<file path="config.mk">
export PLATFORM = sky130hd
export DESIGN_NAME = pcpi_approx_issuer
export DESIGN_NICKNAME = d
export VERILOG_FILES = /design/src/rtl/pcpi_approx_issuer.sv
export SDC_FILE = /design/constraint.sdc
export NUM_CORES = 1
export LEC_CHECK = 0
export CORE_MARGIN = 5
export CORE_UTILIZATION = 36
export CTS_CLUSTER_DIAMETER = 50
export DETAILED_ROUTE_END_ITERATION = 8
export GPL_ROUTABILITY_DRIVEN = 0
export PLACE_DENSITY = 0.72
export SYNTH_ARGS = -nofsm -noshare
export SYNTH_HDL_FRONTEND = slang
export SYNTH_SLANG_ARGS = --single-unit
</file>
<file path="constraint.sdc">
create_clock -name clk -period 2.94 [get_ports clk]
set_input_delay 0.588 -clock clk [delete_from_list [all_inputs] [get_ports clk]]
set_output_delay 0.588 -clock clk [all_outputs]
set_load 0.02 [all_outputs]
</file>
<file path="src/rtl/pcpi_approx_issuer.sv">
// pcpi_approx_issuer: drives one PCPI approximate-multiply transaction per
// accepted command and returns the responder's result on a response port.
//
// Handshakes: a transfer happens on a rising edge where valid and ready are
// both high. cmd_ready is high only in IDLE. rsp_valid is high only in RESP
// and holds rsp_data/rsp_wr/rsp_err stable until rsp_ready is seen.
module pcpi_approx_issuer #(
    parameter int unsigned TIMEOUT = 16
) (
    input  logic        clk,
    input  logic        reset,
    input  logic        cmd_valid,
    output logic        cmd_ready,
    input  logic [2:0]  cmd_funct3,
    input  logic [31:0] cmd_rs1,
    input  logic [31:0] cmd_rs2,
    output logic        rsp_valid,
    input  logic        rsp_ready,
    output logic [31:0] rsp_data,
    output logic        rsp_wr,
    output logic        rsp_err,
    output logic        pcpi_valid,
    output logic [31:0] pcpi_insn,
    output logic [31:0] pcpi_rs1,
    output logic [31:0] pcpi_rs2,
    input  logic        pcpi_wr,
    input  logic [31:0] pcpi_rd,
    input  logic        pcpi_wait,
    input  logic        pcpi_ready,
    output logic [15:0] stat_done,
    output logic [15:0] stat_timeout,
    output logic [1:0]  state
);

    typedef enum logic [1:0] {
        IDLE = 2'd0,
        REQ  = 2'd1,
        WAIT = 2'd2,
        RESP = 2'd3
    } state_t;

    // Timer value on which a silent responder is abandoned.
    localparam logic [7:0] TIMER_LAST = 8'(TIMEOUT - 1);

    state_t     state_q;
    state_t     state_d;
    logic [7:0] timer;
    logic       accept;
    logic       done_hit;
    logic       timeout_hit;

    // Command is refused while reset is held, even if the state is IDLE.
    assign cmd_ready = (state_q == IDLE) && !reset;
    assign rsp_valid = (state_q == RESP);
    assign state     = state_q;

    // State register.
    always_ff @(posedge clk) begin
        if (reset) begin
            state_q <= IDLE;
        end else begin
            state_q <= state_d;
        end
    end

    // Next-state logic and per-cycle transaction events.
    always_comb begin
        state_d     = state_q;
        accept      = 1'b0;
        done_hit    = 1'b0;
        timeout_hit = 1'b0;
        case (state_q)
            IDLE: begin
                if (cmd_valid) begin
                    accept  = 1'b1;
                    state_d = REQ;
                end
            end
            REQ, WAIT: begin
                // A ready in the last timer cycle wins over the timeout.
                if (pcpi_ready) begin
                    done_hit = 1'b1;
                    state_d  = RESP;
                end else if (!pcpi_wait && timer == TIMER_LAST) begin
                    timeout_hit = 1'b1;
                    state_d     = RESP;
                end else begin
                    state_d = WAIT;
                end
            end
            RESP: begin
                if (rsp_ready) begin
                    state_d = IDLE;
                end
            end
            default: state_d = IDLE;
        endcase
    end

    // Request/response registers, timeout timer and saturating counters.
    always_ff @(posedge clk) begin
        if (reset) begin
            pcpi_valid   <= 1'b0;
            pcpi_insn    <= 32'd0;
            pcpi_rs1     <= 32'd0;
            pcpi_rs2     <= 32'd0;
            rsp_data     <= 32'd0;
            rsp_wr       <= 1'b0;
            rsp_err      <= 1'b0;
            stat_done    <= 16'd0;
            stat_timeout <= 16'd0;
            timer        <= 8'd0;
        end else begin
            if (accept) begin
                pcpi_valid <= 1'b1;
                pcpi_insn  <= {7'b0000001, 5'd0, 5'd0, cmd_funct3, 5'd0, 7'b0001011};
                pcpi_rs1   <= cmd_rs1;
                pcpi_rs2   <= cmd_rs2;
                timer      <= 8'd0;
            end
            if (state_q == REQ || state_q == WAIT) begin
                if (pcpi_wait) begin
                    timer <= 8'd0;
                end else if (!pcpi_ready) begin
                    timer <= timer + 8'd1;
                end
            end
            if (done_hit) begin
                pcpi_valid <= 1'b0;
                rsp_data   <= pcpi_wr ? pcpi_rd : 32'd0;
                rsp_wr     <= pcpi_wr;
                rsp_err    <= 1'b0;
                if (stat_done != 16'hFFFF) begin
                    stat_done <= stat_done + 16'd1;
                end
            end
            if (timeout_hit) begin
                pcpi_valid <= 1'b0;
                rsp_data   <= 32'd0;
                rsp_wr     <= 1'b0;
                rsp_err    <= 1'b1;
                if (stat_timeout != 16'hFFFF) begin
                    stat_timeout <= stat_timeout + 16'd1;
                end
            end
        end
    end

endmodule

</file>
==> flow_metrics.tcl <==
set metrics [dict create \
    setup_viol 0 \
    finClkSkew_ps 9.963 \
    slowest_stage "or4_4" \
    synth_top_area_frac 0.4785 \
    placed_area_sq_um 8700 \
    r2r_cells 5 \
    n_antenna_cell 0 \
    syn_area_sq_um 6066 \
    p_comb_frac 0.331 \
    antenna_found_initial 1 \
    finalMaxSlewViolations 0 \
    r2r_setup_slack_ps 550 \
    clkSlewWorstSetupHoldPaths_ps 60 \
    worst_slack_ps 392.5 \
    critPathBufInv 2 \
    via_count 6044 \
    hold_start "rsp_data[2]$_SDFFE_PP0P_" \
    synth-edff-count 0 \
    dr.pass1.iters 4 \
    final_cell_mix "clkdlybuf4s50_1 (246), nand2_1 (184), dfxtp_1 (145)" \
    io_pins 273 \
    cts_buffers 17 \
    die_area_sq_um 19550 \
    cp_data_arrival_time_ps 2890 \
    hold_end "rsp_data[2]$_SDFFE_PP0P_" \
    grt_max_degree 114 \
    fmax_ghz 0.3925 \
    synth_flop_cell "dfxtp_1" \
    coreArea_sq_um 16580 \
    period_share 0.8665 \
    max_slew_margin 0.6432 \
    h-tree-depth 4 \
    ys_ff_latch 145 \
    clockBufferDepth 2 \
    fin_area_sq_um 9281 \
    p_sw_frac 0.3453 \
    worst_pin_slew_ps 530.3 \
    tns_ps 0 \
    start_util 0.3658 \
    yosysWarnings 0 \
    dpl_worst_slack_ps -36.69 \
    worst-path-max-fanout 18 \
    irDropWorstVdd_v 0.0003916 \
    startpoint_type "input port" \
    grtUsageTotal 0.1779 \
    intPower_uw 4419 \
    drc 0 \
    detail_route.iter0.violations 320 \
    path_class "in2reg" \
    clk_latency_ps 420 \
    rsz0062_at_grt "false" \
    cp_common_cell "or4_4" \
    critPathCaptureType "flop" \
    cts-root-buf "clkbuf_16" \
    fin_nets 1106 \
    clkSinkCount 145 \
    final_common_cell "clkdlybuf4s50_1" \
    slowest_delay_ps 590 \
    power.leakage_uw 0.003247 \
    grt_pass1_wl_mm 28.70 \
    vias_per_cell 4.922 \
    synth_top_area_cell "dfxtp_1" \
    switchingPower_uw 2331 \
    pwr-share-clk 0.316 \
    rr_endpoint "stat_timeout[10]$_SDFFE_PP0P_" \
    dp_hpwl_mm 12.53 \
    synth_cell_type_count 50 \
    cpLargestDelayFamily "simple AND/OR/NAND/NOR gates" \
    yosys-top-cells-area "dfxtp_1 (48%), nand2_1 (11%), a21oi_1 (10%)" \
    status "completed" \
    grt_pass1_vias 5618 \
    ant_nets 0 \
    avgSynthCellArea_sq_um 7.960 \
    hp-class "reg2reg" \
    hold_viol 0 \
    cts_tree "done" \
    chipHeight_microns 139.8 \
    syn_inst 762 \
    drive_gt1_frac 0.06944 \
    io_buffers 247 \
    post_drt_wl_per_cell_microns 14.66 \
    cp_cell_sequence "clkdlybuf4s50_1 -> or4_4 -> or4_4 -> buf_12 -> or4_1 -> a21oi_1" \
    ctsHoldBuffers 0 \
    power_density_nw_per_um2 727.3 \
    post-route-min-period_ps 2548 \
    hold_depth 2 \
    power_uw 6750 \
    required_ps 3280 \
    async_reset_ff_frac 0 \
    nFillCells 1580 \
    grt-ovfl-total 0 \
    die_w_microns 139.8 \
    fin_util 0.5597 \
    rows 47 \
    cap_viol_max_count 0 \
    seqPwrFrac 0.354 \
    drt-total-wl_mm 18.00 \
    cts_setup_buffers 0 \
    r2r_start "timer[5]$_SDFF_PP0_" \
    seq_area_frac_synth 0.4785 \
    syn_to_final_growth_pct 53.01 \
    ctsResizeCount 0 \
]
## routing by layer
layer / GRT usage / wire, microns / vias to the layer above
met3: 0.08130 / 1778 / 23
met1: 0.2182 / 7801 / 2758
met5: 0 / 13 / -
met4: 0.05150 / 235 / 2
li1: - / - / 3043
met2: 0.2818 / 8171 / 218
## sequential cells by signal (all words and copies together), names as in the netlist
register,count
pcpi_insn,4
pcpi_rs1,32
pcpi_rs2,32
pcpi_valid,1
rsp_data,32
rsp_err,1
rsp_wr,1
stat_done,16
stat_timeout,16
state,2
timer,8
## tightest hold or removal path, cell delays in order, from the launching register on
cell,delay (ps)
dfxtp_1,310
nand2_1,50
a21oi_1,50
## per-stage QoR
step | std cells | hold WS [ps]
after floorplan | 786 | 472.0
after global placement | 1196 | 437.2
after detailed placement | 1196 | 445.2
after CTS | 1228 | 452.6
after global routing | 1228 | 465.9
final | 1228 | 446.8
## synthesized netlist by cell type, types with 3 or more instances
library cell	number
buf_4	28
nand3_1	50
nor3b_1	3
dfxtp_1	145
nand4_1	8
buf_1	3
nor2_1	26
o21ai_0	9
nor2b_1	8
a211oi_1	4
nor4_1	13
clkbuf_1	46
inv_1	11
mux2_2	5
nand2_1	185
or3_1	10
a21oi_1	127
or4_1	13
ha_1	5
nor3_1	8
o31ai_1	14
## cell families after synthesis
family | share of synthesized area
AO/OA/AOI/OAI | 0.1607
XOR/XNOR | 0.001444
adder cells (fa/ha/maj) | 0.01031
buffers and inverters | 0.07632
flip-flops | 0.4785
multiplexers | 0.01258
other | 0.0006182
AND/OR/NAND/NOR | 0.2595
## worst max path at each step
stage                                startpoint                             to  slack [ps]  depth (start not counted)
final                                 pcpi_wait  stat_timeout[10]$_SDFFE_PP0P_         390                          6
after global routing      state[0]$_SDFFE_PP0P_                      cmd_ready         330                          4
after CTS                             pcpi_wait  stat_timeout[10]$_SDFFE_PP0P_         410                          6
after detailed placement              pcpi_wait  stat_timeout[10]$_SDFFE_PP0P_         -40                          6
after global placement                pcpi_wait   stat_timeout[9]$_SDFFE_PP0P_          -4                          6
after floorplan                       pcpi_wait   stat_timeout[5]$_SDFFE_PP0P_         460                          6
## final cells by class
| cell class | count | area [sq um] | area share |
|---|---|---|---|
| Inverter | 11 | 41.29 | 0.004449 |
| Clock inverter | 14 | 152.6 | 0.01645 |
| Timing Repair Buffer | 270 | 2680 | 0.2888 |
| Sequential cell | 145 | 2903 | 0.3128 |
| Tap cell | 220 | 275.3 | 0.02966 |
| Multi-Input combinational cell | 550 | 2800 | 0.3017 |
| Clock buffer | 18 | 429.2 | 0.04624 |
## power by group through the flow
stage	Sequential (uW)	Clock, uW	Combinational, uW
3_5_place_dp	2430	0	2270
5_1_grt	2430	2290	2440
2_1_floorplan	2740	0	966
3_3_place_gp	2420	0	2250
4_1_cts	2390	2190	2270
6_report	2390	2130	2230
Note: power is estimated with default switching activity, not from simulation.
